===== src/rtl/interboard_receiver.sv =====
// Receive side of the inter-board 4-phase link: synchronises Request_in, acks each beat and
// rebuilds two-beat {type, number} frames. Optional parity check is enabled by INTER_PARITY_EN.
module interboard_receiver #(
  parameter int          TIMEOUT_CYC = 1_000_000,
  parameter logic [2:0]  RST_TYPE    = 3'd7,
  parameter int          SYNC_STAGES = 2
) (
  input  logic       clk,
  input  logic       rst,
  input  logic       Request_in,
  input  logic [5:0] inter_data_in,
  output logic       Ack_out,
  output logic       interboard_en,
  output logic [2:0] interboard_msg_type,
  output logic [4:0] interboard_number,
  output logic       interboard_rst,
  output logic       frame_err
);

  localparam int CNT_W = $clog2(TIMEOUT_CYC + 1);
  localparam logic [CNT_W-1:0] CNT_LAST = CNT_W'(TIMEOUT_CYC - 1);

  typedef enum logic [1:0] {IDLE, ACK0, WAIT1, ACK1} state_e;

  state_e                 state_q, state_d;
  logic [SYNC_STAGES-1:0] req_sync_q, req_sync_d;
  logic [CNT_W-1:0]       cnt_q, cnt_d;
  logic [2:0]             cap_type_q, cap_type_d;
  logic [1:0]             cap_num_hi_q, cap_num_hi_d;
  logic [2:0]             cap_num_lo_q, cap_num_lo_d;
  logic [1:0]             cap_par_q, cap_par_d;
  logic                   bad_q, bad_d;
  logic                   ack_q, ack_d;
  logic                   en_q, en_d;
  logic                   rst_out_q, rst_out_d;
  logic                   err_q, err_d;
  logic [2:0]             type_q, type_d;
  logic [4:0]             num_q, num_d;
  logic                   req_s;
  logic [4:0]             full_num;
  logic                   par_ok;

  assign req_sync_d = {req_sync_q[SYNC_STAGES-2:0], Request_in};
  assign req_s      = req_sync_q[SYNC_STAGES-1];
  assign full_num   = {cap_num_hi_q, cap_num_lo_q};
`ifdef INTER_PARITY_EN
  assign par_ok     = (cap_par_q == {^cap_type_q, ^full_num});
`else
  assign par_ok     = 1'b1;
`endif

  always_comb begin
    // NOTE: every _d gets a default before the case so no path leaves a latch behind.
    state_d      = state_q;
    cnt_d        = cnt_q;
    cap_type_d   = cap_type_q;
    cap_num_hi_d = cap_num_hi_q;
    cap_num_lo_d = cap_num_lo_q;
    cap_par_d    = cap_par_q;
    bad_d        = bad_q;
    ack_d        = ack_q;
    type_d       = type_q;
    num_d        = num_q;
    en_d         = 1'b0;
    rst_out_d    = 1'b0;
    err_d        = 1'b0;

    unique case (state_q)
      IDLE: begin
        if (req_s) begin
          ack_d   = 1'b1;
          state_d = ACK0;
          if (inter_data_in[5]) begin
            cap_type_d   = inter_data_in[4:2];
            cap_num_hi_d = inter_data_in[1:0];
          end else begin
            bad_d = 1'b1;
          end
        end
      end
      ACK0: begin
        if (!req_s) begin
          ack_d = 1'b0;
          if (bad_q) begin
            err_d   = 1'b1;
            bad_d   = 1'b0;
            state_d = IDLE;
          end else begin
            cnt_d   = '0;
            state_d = WAIT1;
          end
        end
      end
      WAIT1: begin
        if (req_s) begin
          ack_d = 1'b1;
          if (!inter_data_in[5]) begin
            cap_num_lo_d = inter_data_in[4:2];
            cap_par_d    = inter_data_in[1:0];
            state_d      = ACK1;
          end else begin
            // A fresh beat 0 restarts the frame; the abandoned one is reported.
            err_d        = 1'b1;
            cap_type_d   = inter_data_in[4:2];
            cap_num_hi_d = inter_data_in[1:0];
            state_d      = ACK0;
          end
        end else if (cnt_q == CNT_LAST) begin
          err_d   = 1'b1;
          state_d = IDLE;
        end else begin
          cnt_d = cnt_q + 1'b1;
        end
      end
      ACK1: begin
        if (!req_s) begin
          ack_d   = 1'b0;
          state_d = IDLE;
          if (par_ok) begin
            en_d      = 1'b1;
            rst_out_d = (cap_type_q == RST_TYPE);
            type_d    = cap_type_q;
            num_d     = full_num;
          end else begin
            err_d = 1'b1;
          end
        end
      end
      default: state_d = IDLE;
    endcase
  end

  // NOTE: state is updated with <= only, so every flop sees pre-edge values of the others.
  always_ff @(posedge clk) begin
    if (rst) begin
      state_q      <= IDLE;
      req_sync_q   <= '0;
      cnt_q        <= '0;
      cap_type_q   <= '0;
      cap_num_hi_q <= '0;
      cap_num_lo_q <= '0;
      cap_par_q    <= '0;
      bad_q        <= 1'b0;
      ack_q        <= 1'b0;
      en_q         <= 1'b0;
      rst_out_q    <= 1'b0;
      err_q        <= 1'b0;
      type_q       <= '0;
      num_q        <= '0;
    end else begin
      state_q      <= state_d;
      req_sync_q   <= req_sync_d;
      cnt_q        <= cnt_d;
      cap_type_q   <= cap_type_d;
      cap_num_hi_q <= cap_num_hi_d;
      cap_num_lo_q <= cap_num_lo_d;
      cap_par_q    <= cap_par_d;
      bad_q        <= bad_d;
      ack_q        <= ack_d;
      en_q         <= en_d;
      rst_out_q    <= rst_out_d;
      err_q        <= err_d;
      type_q       <= type_d;
      num_q        <= num_d;
    end
  end

  assign Ack_out             = ack_q;
  assign interboard_en       = en_q;
  assign interboard_rst      = rst_out_q;
  assign frame_err           = err_q;
  assign interboard_msg_type = type_q;
  assign interboard_number   = num_q;

endmodule

===== config.mk =====
export PLATFORM = sky130hd
export DESIGN_NAME = interboard_receiver
export DESIGN_NICKNAME = d
export VERILOG_FILES = /design/src/rtl/interboard_receiver.sv
export SDC_FILE = /design/constraint.sdc
export NUM_CORES = 1
export LEC_CHECK = 0
export CAP_MARGIN = 10
export CORE_ASPECT_RATIO = 1.2
export CORE_MARGIN = 8
export CORE_UTILIZATION = 60
export DETAILED_ROUTE_END_ITERATION = 8
export GPL_ROUTABILITY_DRIVEN = 0
export PLACE_DENSITY = 0.88
export SLEW_MARGIN = 20
export SYNTH_ARGS = -nofsm -noshare
export SYNTH_HDL_FRONTEND = slang
export SYNTH_SLANG_ARGS = --single-unit
export TNS_END_PERCENT = 50

===== constraint.sdc =====
create_clock -name clk -period 3.4 [get_ports clk]
set_input_delay 0.68 -clock clk [delete_from_list [all_inputs] [get_ports clk]]
set_output_delay 0.68 -clock clk [all_outputs]
set_load 0.1 [all_outputs]

## Word level (Yosys, flattened, before mapping)

Index checks and enable logic that the tools add are counted.
W data, S select, Z words.

| operators by class | value |
|---|---|
| eq/ne operators | 15 |
| reductions and logical operators | 14 |
| mux-type cells | 26 |
| bitwise logic cells | 3 |
| add/sub/neg operators | 1 |

Operators with widths:

| cell | number |
|---|---|
| $mux W20 | 4 |
| $pmux W20 S2 | 1 |
| $add A20 B1 Y20 const B | 1 |
| $eq A20 B20 Y1 const B | 1 |
| $ne A2 B2 Y1 const B | 8 |
| $mux W2 | 7 |
| $mux W1 | 10 |
| $pmux W2 S4 | 1 |
| $reduce_and A4 Y1 | 2 |
| $pmux W1 S2 | 3 |
| $reduce_and A3 Y1 | 2 |
| $reduce_or A2 Y1 | 3 |
| $reduce_and A5 Y1 | 1 |
| $eq A2 B2 Y1 const B | 2 |
| $reduce_and A2 Y1 | 2 |
| $reduce_bool A2 Y1 | 2 |
| $eq A3 B3 Y1 const B | 1 |
| $ne A3 B3 Y1 const B | 1 |
| $not A1 Y1 | 3 |
| $reduce_or A3 Y1 | 1 |
| $eq A2 B1 Y1 const B | 1 |
| $logic_not A2 Y1 | 1 |
| $ne A2 B1 Y1 const B | 1 |

| word-level totals | value |
|---|---|
| register bits | 45 |
| logic and storage cells | 72 |

## Depth between registers and ports, before layout

| logic depth | value |
|---|---|
| depth in word-level cells | 4 |
| gate-level depth with buffers | 8 |
| mapped depth without buffers | 7 |

## Least setup slack after synthesis

OpenSTA, ideal clock, no wires.

| path | value |
|---|---|
| path type | flip-flop to flip-flop |
| from | register state_q[1] |
| to | register cnt_q[17] |
| path buffers | 0 |
| stages on the path, launching flop included | 8 |
| period minus slack after synthesis | 1717 ps |
| data arrival time | 1643 ps |
| path slack | 1683 ps |
| cells stage by stage | dfxtp_1 -> inv_1 -> ha_1 -> nand2b_1 -> a21o_1 -> a211oi_4 -> a31oi_1 -> a31oi_1 |

| between the ends | value |
|---|---|
| word-level cells in the longest chain between the ends | 3 |
| elaborated cells on any way between the ends | 9 |
| classes of those cells | 6 x eq/ne; 1 x mux; 2 x reduce/logical |

Ends and longest elaborated chain:

| item | line | text |
|---|---|---|
| start, declared | 25 | `state_e state_q, state_d;` |
| start signal, assigned | 151 | `state_q <= state_d;` |
| $eq A2 B2 Y1 or $eq A2 B1 Y1 (tied branches) | 68 | `unique case (state_q)` |
| $ne A2 B2 Y1 (no line) or $reduce_bool A2 Y1 (tied branches) | -- |  |
| $reduce_and A5 Y1 (no line) | -- |  |
| end signal, assigned | 153 | `cnt_q <= cnt_d;` |
| end, declared | 27 | `logic [CNT_W-1:0] cnt_q, cnt_d;` |

Parallel ways exist; a longest one is shown, timed or not.
A chain may end at the register's enable or synchronous reset.

## Worst setup path in the final report

| path | value |
|---|---|
| from | register type_q[2], in the netlist interboard_msg_type[2] |
| to | output port interboard_msg_type[2] |

RTL lines:

| item | line | text |
|---|---|---|
| start, declared | 37 | `logic [2:0] type_q, type_d;` |
| start signal, assigned | 163 | `type_q <= type_d;` |
| end, declared | 14 | `output logic [2:0] interboard_msg_type,` |

No word-level cell between the ends.

==> impl_metrics.yaml <==
status:
  outcome: "finished clean"
clock_network:
  cts_post_setup_buffers_inserted: 0
  clk_pin_slew_ps: 80
  holdBufCountCts: 0
  cts.root.buffer_cell: "clkbuf_8"
  htreeDepth: 2
  cts_tree: "done"
  cts_max_path_buffers: 2
  clk_latency_ps: 300
  numCtsBuffers: 5
  clkSinkCount: 45
  cts_resized: 0
pwr:
  ir_worst_vdd_uv: 400
  p_leak_nw: 0.876
  power_density_nw_per_um2: 390
setup_path:
  start_kind: "register"
  cp_max_fo: 2
  cp-end-kind: "output port"
  path_class: "reg2out"
  crit_arrival_ps: 1790
  cp.required_ps: 2720
  cp_num_buf_inv: 1
  path_delay_family: "buffers and inverters"
  max_stage_delay_ps: 1140
  cp_slowest_cell: "clkdlybuf4s50_1"
  path_cells: "clkdlybuf4s50_1"
grt:
  track_usage: 0.162
  grt_max_degree: 31
  antenna_found_initial: 0
  grt_pass1_vias: 1716
  grt-ovfl-total: 0
  grt_pass1_wl_mm: 7.62
drt:
  route.detailed.wl_per_inst_um: 15.1
  drc_errors: 0
  antenna_left: 0
  drt_iter0_drc: 125
  via_count: 1856
  drt_first_pass_iters: 4
  routed_wl_mm: 4.55
  viasPerCell: 6.17
synthesis:
  synth_area_um2: 2100
  syn_inst: 246
  synth_nets: 260
  ys_top_cells_by_area: "dfxtp_1 (43%), a21oi_1 (5.0%), nand2_1 (5.0%), nor2_1 (5.0%), mux2i_1 (3.8%)"
  synth_edf_count: 0
  avgSynthCellArea_um2: 8.54
  synth_warnings: 0
  yosysTopAreaCell: "dfxtp_1"
  ys_types: 48
  async_reset_ff_frac: 0
  synthFlopType: "dfxtp_1"
  synth-seq-cells: 45
  yosysSeqAreaShare: 0.429
  synth_top_area_frac: 0.429
timing:
  slew_headroom: 0.341
  max_freq_mhz: 405
  final_hold_viol_count: 0
  finalClockSkew_ps: 8.46
  min_period_over_period: 0.726
  slew_violations: 0
  tns_ps: 0
  tightest_slew_ps: 985
  fin_crit_ps: 2470
  rsz0062_at_grt: "false"
  setup_viol: 0
layout:
  final_common_cell: "dfxtp_1"
  drive_above_1_share: 0.0758
  area_growth_pct: 14.0
  finalNonFillerCells: 301
  most-common-layout-cells: "dfxtp_1 (45), nor2_1 (28), nand2_1 (28)"
  fin_util: 0.718
  fin_nets: 278
  diodes: 0
floorplanning:
  die_area_um2: 5660
  core_area_um2: 3340
  initial_utilization: 0.630
  rows: 23
  die_x_um: 70.0
  io_pins: 21
  die_h_um: 80.8
flow_run:
  cap_violations: 0
placement:
  dp.cells: 294
  port_buffers: 20
  hpwlAfterDp_mm: 3.16
min_path:
  hp-class: "reg2reg"
==> final timing paths <==
kind                                        startpoint                endpoint  slack, ps  cells after the start
worst min register to register           req_sync_q[0]           req_sync_q[1]        450                      1
worst max-delay path            interboard_msg_type[2]  interboard_msg_type[2]        930                      1
worst max register to register              state_q[0]                cnt_q[4]       1120                      8
worst min-delay path                     req_sync_q[0]           req_sync_q[1]        450                      1
==> final cells by class <==
type,count,area [um^2]
timing repair buffer,22,213
sequential,45,901
fill,248,941
inverter,5,18.8
clock buffer,6,82.6
clock inverter,1,7.51
tap,37,46.3
multi-input combinational,185,1130
==> metal layers <==
layer | routed length (um) | vias to the layer above | global-route usage
met3 | 228 | 10 | 0.0414
met4 | 110 | 0 | 0.0926
met2 | 2330 | 58 | 0.289
met5 | 0 | - | 0
li1 | - | 917 | -
met1 | 1880 | 871 | 0.173
==> registers in the layout, indices dropped and copies added, names as in the netlist, 2 cells and up <==
signal / flops
cap_num_hi_q: 2
cap_num_lo_q: 3
cap_type_q: 3
cnt_q: 20
interboard_msg_type: 3
interboard_number: 5
req_sync_q: 2
state_q: 2
==> cell families (layout without fill, tap and decap cells) <==
group,after synthesis,count (layout),synth area share
buffers and inverters,16,34,0.0345
adders and majority gates,5,5,0.0298
muxes,8,8,0.0381
and+or+nand+nor,104,104,0.260
DFF,45,45,0.429
AOI/OAI and AO/OA,67,67,0.205
xor gates and xnor gates,1,1,0.00417
==> through the flow <==
stage                     hold slack, ps  power (mW)  instance area [um^2]  worst slack [ps]
after floorplan                      414       0.591                  2100              1680
after global placement               427       0.611                  2310               933
after detailed placement             431       0.613                  2310               899
after CTS                            455       0.940                  2400               925
after global routing                 474       0.966                  2400               873
final                                447       0.934                  2400               931
==> synthesized netlist by cell type (2+ instances only) <==
master    number
a21o_1         2
a21oi_1       21
a31oi_1        9
a41oi_1        3
and2_1         3
and3_1         3
and4_4         3
buf_1          2
clkbuf_1       6
dfxtp_1       45
ha_1           5
inv_1          5
mux2i_1        8
nand2_1       28
nand2b_1       4
nand3_1       11
nand3b_1       2
nand4_1        5
nor2_1        28
nor2b_1        4
nor3_1         3
nor3_2         2
nor4b_1        2
o21ai_0       12
o21ai_1        4
o22a_1         2
o31ai_1        3
==> power by group <==
part,switching [mW],internal [mW],total [mW],leakage [nW]
combinational,0.0381,0.0248,0.0629,0.469
clock,0.173,0.161,0.334,0.0433
sequential,0.00532,0.532,0.538,0.363
Note: power is estimated with default switching activity, not from simulation.
